File: src/rtl/mips_pkg.sv
// Shared types and constants for the fetch-stage slice.
package mips_pkg;

    typedef enum logic [1:0] {
        PC_SEQ = 2'd0,
        PC_BR  = 2'd1,
        PC_J   = 2'd2,
        PC_JR  = 2'd3
    } pcsel_t;

    localparam logic [31:0] NOP_INSTR = 32'h0000_0000;

endpackage

File: src/rtl/ifetch_stage_if.sv
// Fetch-side bus: instruction memory port, IF/ID slot toward decode,
// redirect inputs from decode and the status outputs.
interface ifetch_stage_if #(
    parameter int CNT_W = 16
);
    import mips_pkg::*;

    logic [29:0]      pc;
    logic [31:0]      instr;
    logic             if_valid;
    logic [31:0]      if_instr;
    logic [29:0]      if_pc;
    logic [31:0]      if_pc4;
    logic             id_ready;
    pcsel_t           pcsel;
    logic [31:0]      br_offset;
    logic [25:0]      jaddr;
    logic [31:0]      jr_addr;
    logic             misalign;
    logic [CNT_W-1:0] flush_cnt;

    // Fetch stage side.
    modport master (
        output pc, if_valid, if_instr, if_pc, if_pc4, misalign, flush_cnt,
        input  instr, id_ready, pcsel, br_offset, jaddr, jr_addr
    );

    // Memory / decode / environment side.
    modport slave (
        input  pc, if_valid, if_instr, if_pc, if_pc4, misalign, flush_cnt,
        output instr, id_ready, pcsel, br_offset, jaddr, jr_addr
    );

endinterface

File: src/rtl/ifetch_stage_pc_next_gen.sv
// Combinational next-PC selection: redirect target, hold, or PC + 1.
// All arithmetic is on 30-bit word addresses and wraps silently.
module pc_next_gen
    import mips_pkg::*;
(
    input  logic [29:0] pc_q_i,
    input  logic [29:0] if_pc_i,
    input  pcsel_t      pcsel_i,
    input  logic [31:0] br_offset_i,
    input  logic [25:0] jaddr_i,
    input  logic [31:0] jr_addr_i,
    input  logic        redirect_i,
    input  logic        hold_i,
    output logic [29:0] next_pc_o,
    output logic        jr_misaligned_o
);

    logic [29:0] if_pc_inc;
    logic [29:0] target;
    logic        unused_br_hi;

    assign if_pc_inc = if_pc_i + 30'd1;

    // Offset bits above the 30-bit word space cannot affect a modulo-2^30 sum.
    assign unused_br_hi = ^br_offset_i[31:30];

    // Redirect target for the instruction sitting in the IF/ID slot.
    always_comb begin
        target = if_pc_inc;
        case (pcsel_i)
            PC_BR:   target = if_pc_inc + br_offset_i[29:0];
            PC_J:    target = {if_pc_inc[29:26], jaddr_i};
            PC_JR:   target = jr_addr_i[31:2];
            default: target = if_pc_inc;
        endcase
    end

    // Redirect wins; a stall freezes the PC; otherwise fetch sequentially.
    always_comb begin
        if (redirect_i)
            next_pc_o = target;
        else if (hold_i)
            next_pc_o = pc_q_i;
        else
            next_pc_o = pc_q_i + 30'd1;
    end

    assign jr_misaligned_o = redirect_i && (pcsel_i == PC_JR) && (jr_addr_i[1:0] != 2'b00);

endmodule

File: src/rtl/ifetch_stage.sv
// Fetch stage: owns the PC, presents it to instruction memory and captures
// the returned word into the IF/ID slot. A taken redirect squashes the slot
// (one bubble); a not-ready decode stalls everything.
module ifetch_stage
    import mips_pkg::*;
#(
    parameter logic [31:0] RESET_PC = 32'h0000_0000,
    parameter int          CNT_W    = 16
) (
    input logic            clock,
    input logic            reset,
    ifetch_stage_if.master bus
);

    logic [29:0]      pc_q;
    logic [29:0]      pc_d;
    logic             if_valid_q;
    logic [31:0]      if_instr_q;
    logic [29:0]      if_pc_q;
    logic             misalign_q;
    logic [CNT_W-1:0] flush_cnt_q;
    logic             accept;
    logic             redirect;
    logic             hold;
    logic             jr_misaligned;

    // pcsel only matters for an instruction decode is actually taking.
    assign accept   = if_valid_q & bus.id_ready;
    assign redirect = accept & (bus.pcsel != PC_SEQ);
    assign hold     = if_valid_q & ~bus.id_ready;

    pc_next_gen u_pc_next_gen (
        .pc_q_i          (pc_q),
        .if_pc_i         (if_pc_q),
        .pcsel_i         (bus.pcsel),
        .br_offset_i     (bus.br_offset),
        .jaddr_i         (bus.jaddr),
        .jr_addr_i       (bus.jr_addr),
        .redirect_i      (redirect),
        .hold_i          (hold),
        .next_pc_o       (pc_d),
        .jr_misaligned_o (jr_misaligned)
    );

    // Program counter; memory address comes straight off this register.
    always_ff @(posedge clock or posedge reset) begin
        if (reset)
            pc_q <= RESET_PC[31:2];
        else
            pc_q <= pc_d;
    end

    // IF/ID slot: squash on redirect, freeze on stall, else capture.
    always_ff @(posedge clock or posedge reset) begin
        if (reset) begin
            if_valid_q <= 1'b0;
            if_instr_q <= NOP_INSTR;
            if_pc_q    <= 30'd0;
        end else if (redirect) begin
            if_valid_q <= 1'b0;
            if_instr_q <= NOP_INSTR;
        end else if (!hold) begin
            if_valid_q <= 1'b1;
            if_instr_q <= bus.instr;
            if_pc_q    <= pc_q;
        end
    end

    // Saturating redirect counter and sticky JR-misalignment flag.
    always_ff @(posedge clock or posedge reset) begin
        if (reset) begin
            flush_cnt_q <= '0;
            misalign_q  <= 1'b0;
        end else begin
            if (redirect && (flush_cnt_q != '1))
                flush_cnt_q <= flush_cnt_q + CNT_W'(1);
            if (jr_misaligned)
                misalign_q <= 1'b1;
        end
    end

    assign bus.pc        = pc_q;
    assign bus.if_valid  = if_valid_q;
    assign bus.if_instr  = if_instr_q;
    assign bus.if_pc     = if_pc_q;
    assign bus.if_pc4    = {if_pc_q + 30'd1, 2'b00};
    assign bus.misalign  = misalign_q;
    assign bus.flush_cnt = flush_cnt_q;

endmodule

File: src/flat_wrapper.sv
// flat-port wrapper written by rule: the top's interface ports become plain ports
module ifetch_stage_flat import mips_pkg::*;
#(
    parameter logic [31:0] RESET_PC = 32'h0000_0000,
    parameter int          CNT_W    = 16
)
  (clock, reset, bus_pc, bus_if_valid, bus_if_instr, bus_if_pc, bus_if_pc4, bus_misalign, bus_flush_cnt, bus_instr, bus_id_ready, bus_pcsel, bus_br_offset, bus_jaddr, bus_jr_addr);
  ifetch_stage_if #(.CNT_W(CNT_W)) bus_i ();
  input logic clock;
  input logic reset;
  output wire logic [$bits(bus_i.pc)-1:0] bus_pc;
  output wire logic [$bits(bus_i.if_valid)-1:0] bus_if_valid;
  output wire logic [$bits(bus_i.if_instr)-1:0] bus_if_instr;
  output wire logic [$bits(bus_i.if_pc)-1:0] bus_if_pc;
  output wire logic [$bits(bus_i.if_pc4)-1:0] bus_if_pc4;
  output wire logic [$bits(bus_i.misalign)-1:0] bus_misalign;
  output wire logic [$bits(bus_i.flush_cnt)-1:0] bus_flush_cnt;
  input wire logic [$bits(bus_i.instr)-1:0] bus_instr;
  input wire logic [$bits(bus_i.id_ready)-1:0] bus_id_ready;
  input wire logic [$bits(bus_i.pcsel)-1:0] bus_pcsel;
  input wire logic [$bits(bus_i.br_offset)-1:0] bus_br_offset;
  input wire logic [$bits(bus_i.jaddr)-1:0] bus_jaddr;
  input wire logic [$bits(bus_i.jr_addr)-1:0] bus_jr_addr;
  assign bus_pc = bus_i.pc;
  assign bus_if_valid = bus_i.if_valid;
  assign bus_if_instr = bus_i.if_instr;
  assign bus_if_pc = bus_i.if_pc;
  assign bus_if_pc4 = bus_i.if_pc4;
  assign bus_misalign = bus_i.misalign;
  assign bus_flush_cnt = bus_i.flush_cnt;
  assign bus_i.instr = bus_instr;
  assign bus_i.id_ready = bus_id_ready;
  assign bus_i.pcsel = bus_pcsel;
  assign bus_i.br_offset = bus_br_offset;
  assign bus_i.jaddr = bus_jaddr;
  assign bus_i.jr_addr = bus_jr_addr;
  ifetch_stage #(.RESET_PC(RESET_PC), .CNT_W(CNT_W)) u_core (.clock(clock), .reset(reset), .bus(bus_i));
endmodule
File: config.mk
export PLATFORM = sky130hd
export DESIGN_NAME = ifetch_stage_flat
export DESIGN_NICKNAME = d
export VERILOG_FILES = /design/src/rtl/mips_pkg.sv /design/src/rtl/ifetch_stage_if.sv /design/src/rtl/ifetch_stage_pc_next_gen.sv /design/src/rtl/ifetch_stage.sv /design/src/flat_wrapper.sv
export SDC_FILE = /design/constraint.sdc
export NUM_CORES = 1
export LEC_CHECK = 0
export BUFFER_PORTS_ARGS = -buffer_cell sky130_fd_sc_hd__buf_2
export CORE_ASPECT_RATIO = 0.7
export CORE_MARGIN = 1.5
export CORE_UTILIZATION = 25
export CTS_CLUSTER_SIZE = 28
export DETAILED_ROUTE_END_ITERATION = 8
export PLACE_DENSITY = 0.48
export SETUP_SLACK_MARGIN = 0.15
export SLEW_MARGIN = 20
export SYNTH_ARGS = -nofsm -noshare
export SYNTH_HDL_FRONTEND = slang
export SYNTH_SLANG_ARGS = --single-unit
File: constraint.sdc
create_clock -name clock -period 3.9 [get_ports clock]
set_input_delay 0.585 -clock clock [delete_from_list [all_inputs] [get_ports clock]]
set_output_delay 0.585 -clock clock [all_outputs]
set_load 0.005 [all_outputs]
==> impl_metrics.py <==
metrics = {
    "sta": {
        "hold_slack_ns": 0.336,
        "min_period_ns": 3.63,
        "min_period_over_period_pct": 93.0,
        "tightest_slew_ns": 0.784,
        "setup_ws_ns": 0.274,
        "clock_skew_ns": 0.0195,
        "report.final.hold_viol_count": 0,
        "setup_viol": 0,
        "rsz0062_at_grt": "yes",
        "fmax_mhz": 276,
        "relSlewSlack_pct": 47.7,
        "slew_violations": 0,
    },
    "die": {
        "die_w_um": 212,
        "io_pins": 269,
        "die_y_um": 149,
        "start_util_pct": 25.5,
        "die_area_um2": 31700,
        "num_rows": 53,
        "core_um2": 30000,
    },
    "placed_design": {
        "place_area_um2": 9930,
        "numPlacedInstances": 1651,
        "port_buffers": 264,
        "dpl.hpwl_mm": 24.7,
        "gp_congestion": 0.852,
        "pre_cts_ws_ns": -0.0324,
    },
    "cts": {
        "ctsHtreeMaxLevel": 3,
        "clk_pin_slew_ns": 0.08,
        "cts.sink_count": 110,
        "cts_tree": "yes",
        "clk_latency_ns": 0.38,
        "numCtsBuffers": 9,
        "root_buffer": "clkbuf_16",
        "cts_buffer_depth": 2,
    },
    "synthesis": {
        "netlist_top_cells_count": "nand2_1, dfrtp_1, o21ai_0, nor2_1, a21oi_1",
        "synth_top_area_share_pct": 36.0,
        "yosys.area.top_type": "dfrtp_1",
        "syn_inst": 940,
        "syn_area_um2": 7650,
        "ys_ff_latch": 110,
        "synth_flop_cell": "dfrtp_1",
        "synth_cell_types": 73,
        "ys_warn_count": 0,
        "yosysMostFrequentCell": "nand2_1",
        "synth_area_per_cell_um2": 8.14,
        "synth_area_leaders": "dfrtp_1, nand2_1, ha_1",
        "ys_async_sr_fraction_pct": 100,
        "yosysSeqAreaShare_pct": 36.0,
        "synth_edf_count": 0,
    },
    "layout": {
        "area_delta_synth_final_pct": 36.2,
        "num_antenna_cells": 0,
        "fin_nets": 1420,
        "regArea_um2": 2760,
        "fin_area_um2": 10400,
        "fillCellCount": 3244,
        "multi_input_area_um2": 4840,
        "fin_cells": 1670,
        "drive_above_1_share_pct": 33.2,
    },
    "global_routing": {
        "grt_start_max_net_pins": 56,
        "gr-total-overflow": 0,
        "grt_first_pass_wirelength_mm": 47.1,
        "grt_pass1_vias": 7549,
        "antenna_found_initial": 0,
        "track_usage_pct": 20.0,
    },
    "setup_path": {
        "crit_fanout": 4,
        "crit_type": "reg2reg",
        "cp-start-kind": "flop",
        "worstPathArrival_ns": 3.95,
        "crit_required_ns": 4.22,
        "endpoint_kind": "flop",
    },
    "route": {
        "wire_per_inst_um": 19.1,
        "viasPerCell": 4.89,
        "postRouteAntennaNets": 0,
        "first_iter_violations": 507,
        "vias": 8159,
        "drc": 0,
        "wl_mm": 32.0,
        "first_pass_iters": 5,
    },
    "run_status": {
        "status": "completed",
    },
    "power": {
        "p_leak_nw": 5.15,
        "powerDensity_nw_per_um2": 532,
        "vdd_drop_max_mv": 0.240,
    },
    "run": {
        "maxCapViolations": 0,
    },
    "worst_hold_path": {
        "hold_class": "in2async",
    },
}
cells in the final DEF, fill, tap and decap left out, types with 7 or more instances in the layout:
cell,count
clkbuf_16,9
xor2_1,24
xnor2_1,40
a21oi_2,7
inv_1,22
dfrtp_1,107
ha_1,33
and3_1,18
and4_1,7
a21o_1,18
a22oi_1,17
buf_2,264
nor3_1,8
a21oi_1,43
nand3_1,34
nand2_1,220
mux2_2,12
mux2i_1,13
buf_4,83
nand4_1,18
nor2_1,56
o21ai_0,71
per-layer routing:
metal / track usage (%) / share of wire [%] / vias to the layer above
li1: - / - / 3942
met1: 31.0 / 51 / 3928
met2: 28.7 / 42 / 275
met3: 3.47 / 6.7 / 14
met4: 3.39 / 0.74 / 0
met5: 0 / 0 / -
stage by stage:
step / util (%) / power (mW) / TNS [ns]
global route: 34.7 / 5.95 / 0
finish: 34.7 / 5.55 / 0
global placement: 33.1 / 4.46 / 0
detailed placement: 33.1 / 4.47 / -0.0324
CTS: 34.1 / 5.49 / 0
floorplan: - / 3.18 / 0
cell families after synthesis:
group | Yosys count | share of synthesized area [%]
AND/OR/NAND/NOR | 401 | 24.0
buffers and inverters | 67 | 3.42
flip-flops | 110 | 36.0
XOR/XNOR | 69 | 7.90
adder cells (fa/ha/maj) | 37 | 6.15
multiplexers | 25 | 3.47
other | 1 | 0.0490
AO/OA/AOI/OAI | 230 | 19.1
area by class of cell:
class                   instances  area share, %
clock buffers                   9           2.16
multi-input cells             764           46.4
clock inverters                 4          0.492
flip-flops and latches        110           26.4
well taps                     412           4.94
inverters                      24          0.888
repair buffers                347           18.7
worst max-delay path, stage by stage, from the launching register on:
cell,delay [ns]
dfrtp_1,0.36
and4_2,0.27
buf_4,0.16
nand3_2,0.13
nor2_4,0.12
nand2_1,0.09
xnor2_2,0.16
ha_1,0.33
a21o_1,0.18
a21o_1,0.24
nor4_4,0.39
a211oi_4,0.15
or3_1,0.37
a41o_1,0.25
a32oi_1,0.20
o311a_1,0.18
state kept, by name, summed over array words and instances, names as in the netlist:
| name | flops |
|---|---|
| u_core.bus.pc | 30 |
| u_core.bus.flush_cnt | 16 |
| u_core.bus.if_instr | 32 |
| u_core.bus.if_valid | 1 |
| u_core.bus.if_pc | 30 |
| u_core.bus.misalign | 1 |
power by group:
group	switching (mW)	internal [mW]
combinational	1.52	1.27
sequential	0.388	1.41
clock	0.476	0.489
total	2.38	3.17
path summary, 6_finish.rpt:
kind / start / endpoint / slack [ns] / cells after the start
setup / recovery: u_core.bus.if_pc[4] / u_core.bus.pc[22] / 0.27 / 15
hold / removal: reset / u_core.bus.pc[22] / 0.34 / 2
setup reg to reg: u_core.bus.if_pc[4] / u_core.bus.pc[22] / 0.27 / 15
hold reg to reg: u_core.bus.if_instr[7] / u_core.bus.if_instr[7] / 0.47 / 2
max in group asynchronous: reset / u_core.bus.if_pc[9] / 2.74 / 3
min in group clock: bus_instr[3] / u_core.bus.if_instr[3] / 0.45 / 3
timing repair:
action,in CTS,in global routing
buffers inserted,1,5
endpoints found under the hold margin,0,0
hold buffers,0,0
endpoints found under the setup margin,6,12
resized for setup,8,26
pin swaps,3,7
(Power assumes the default switching activity.)
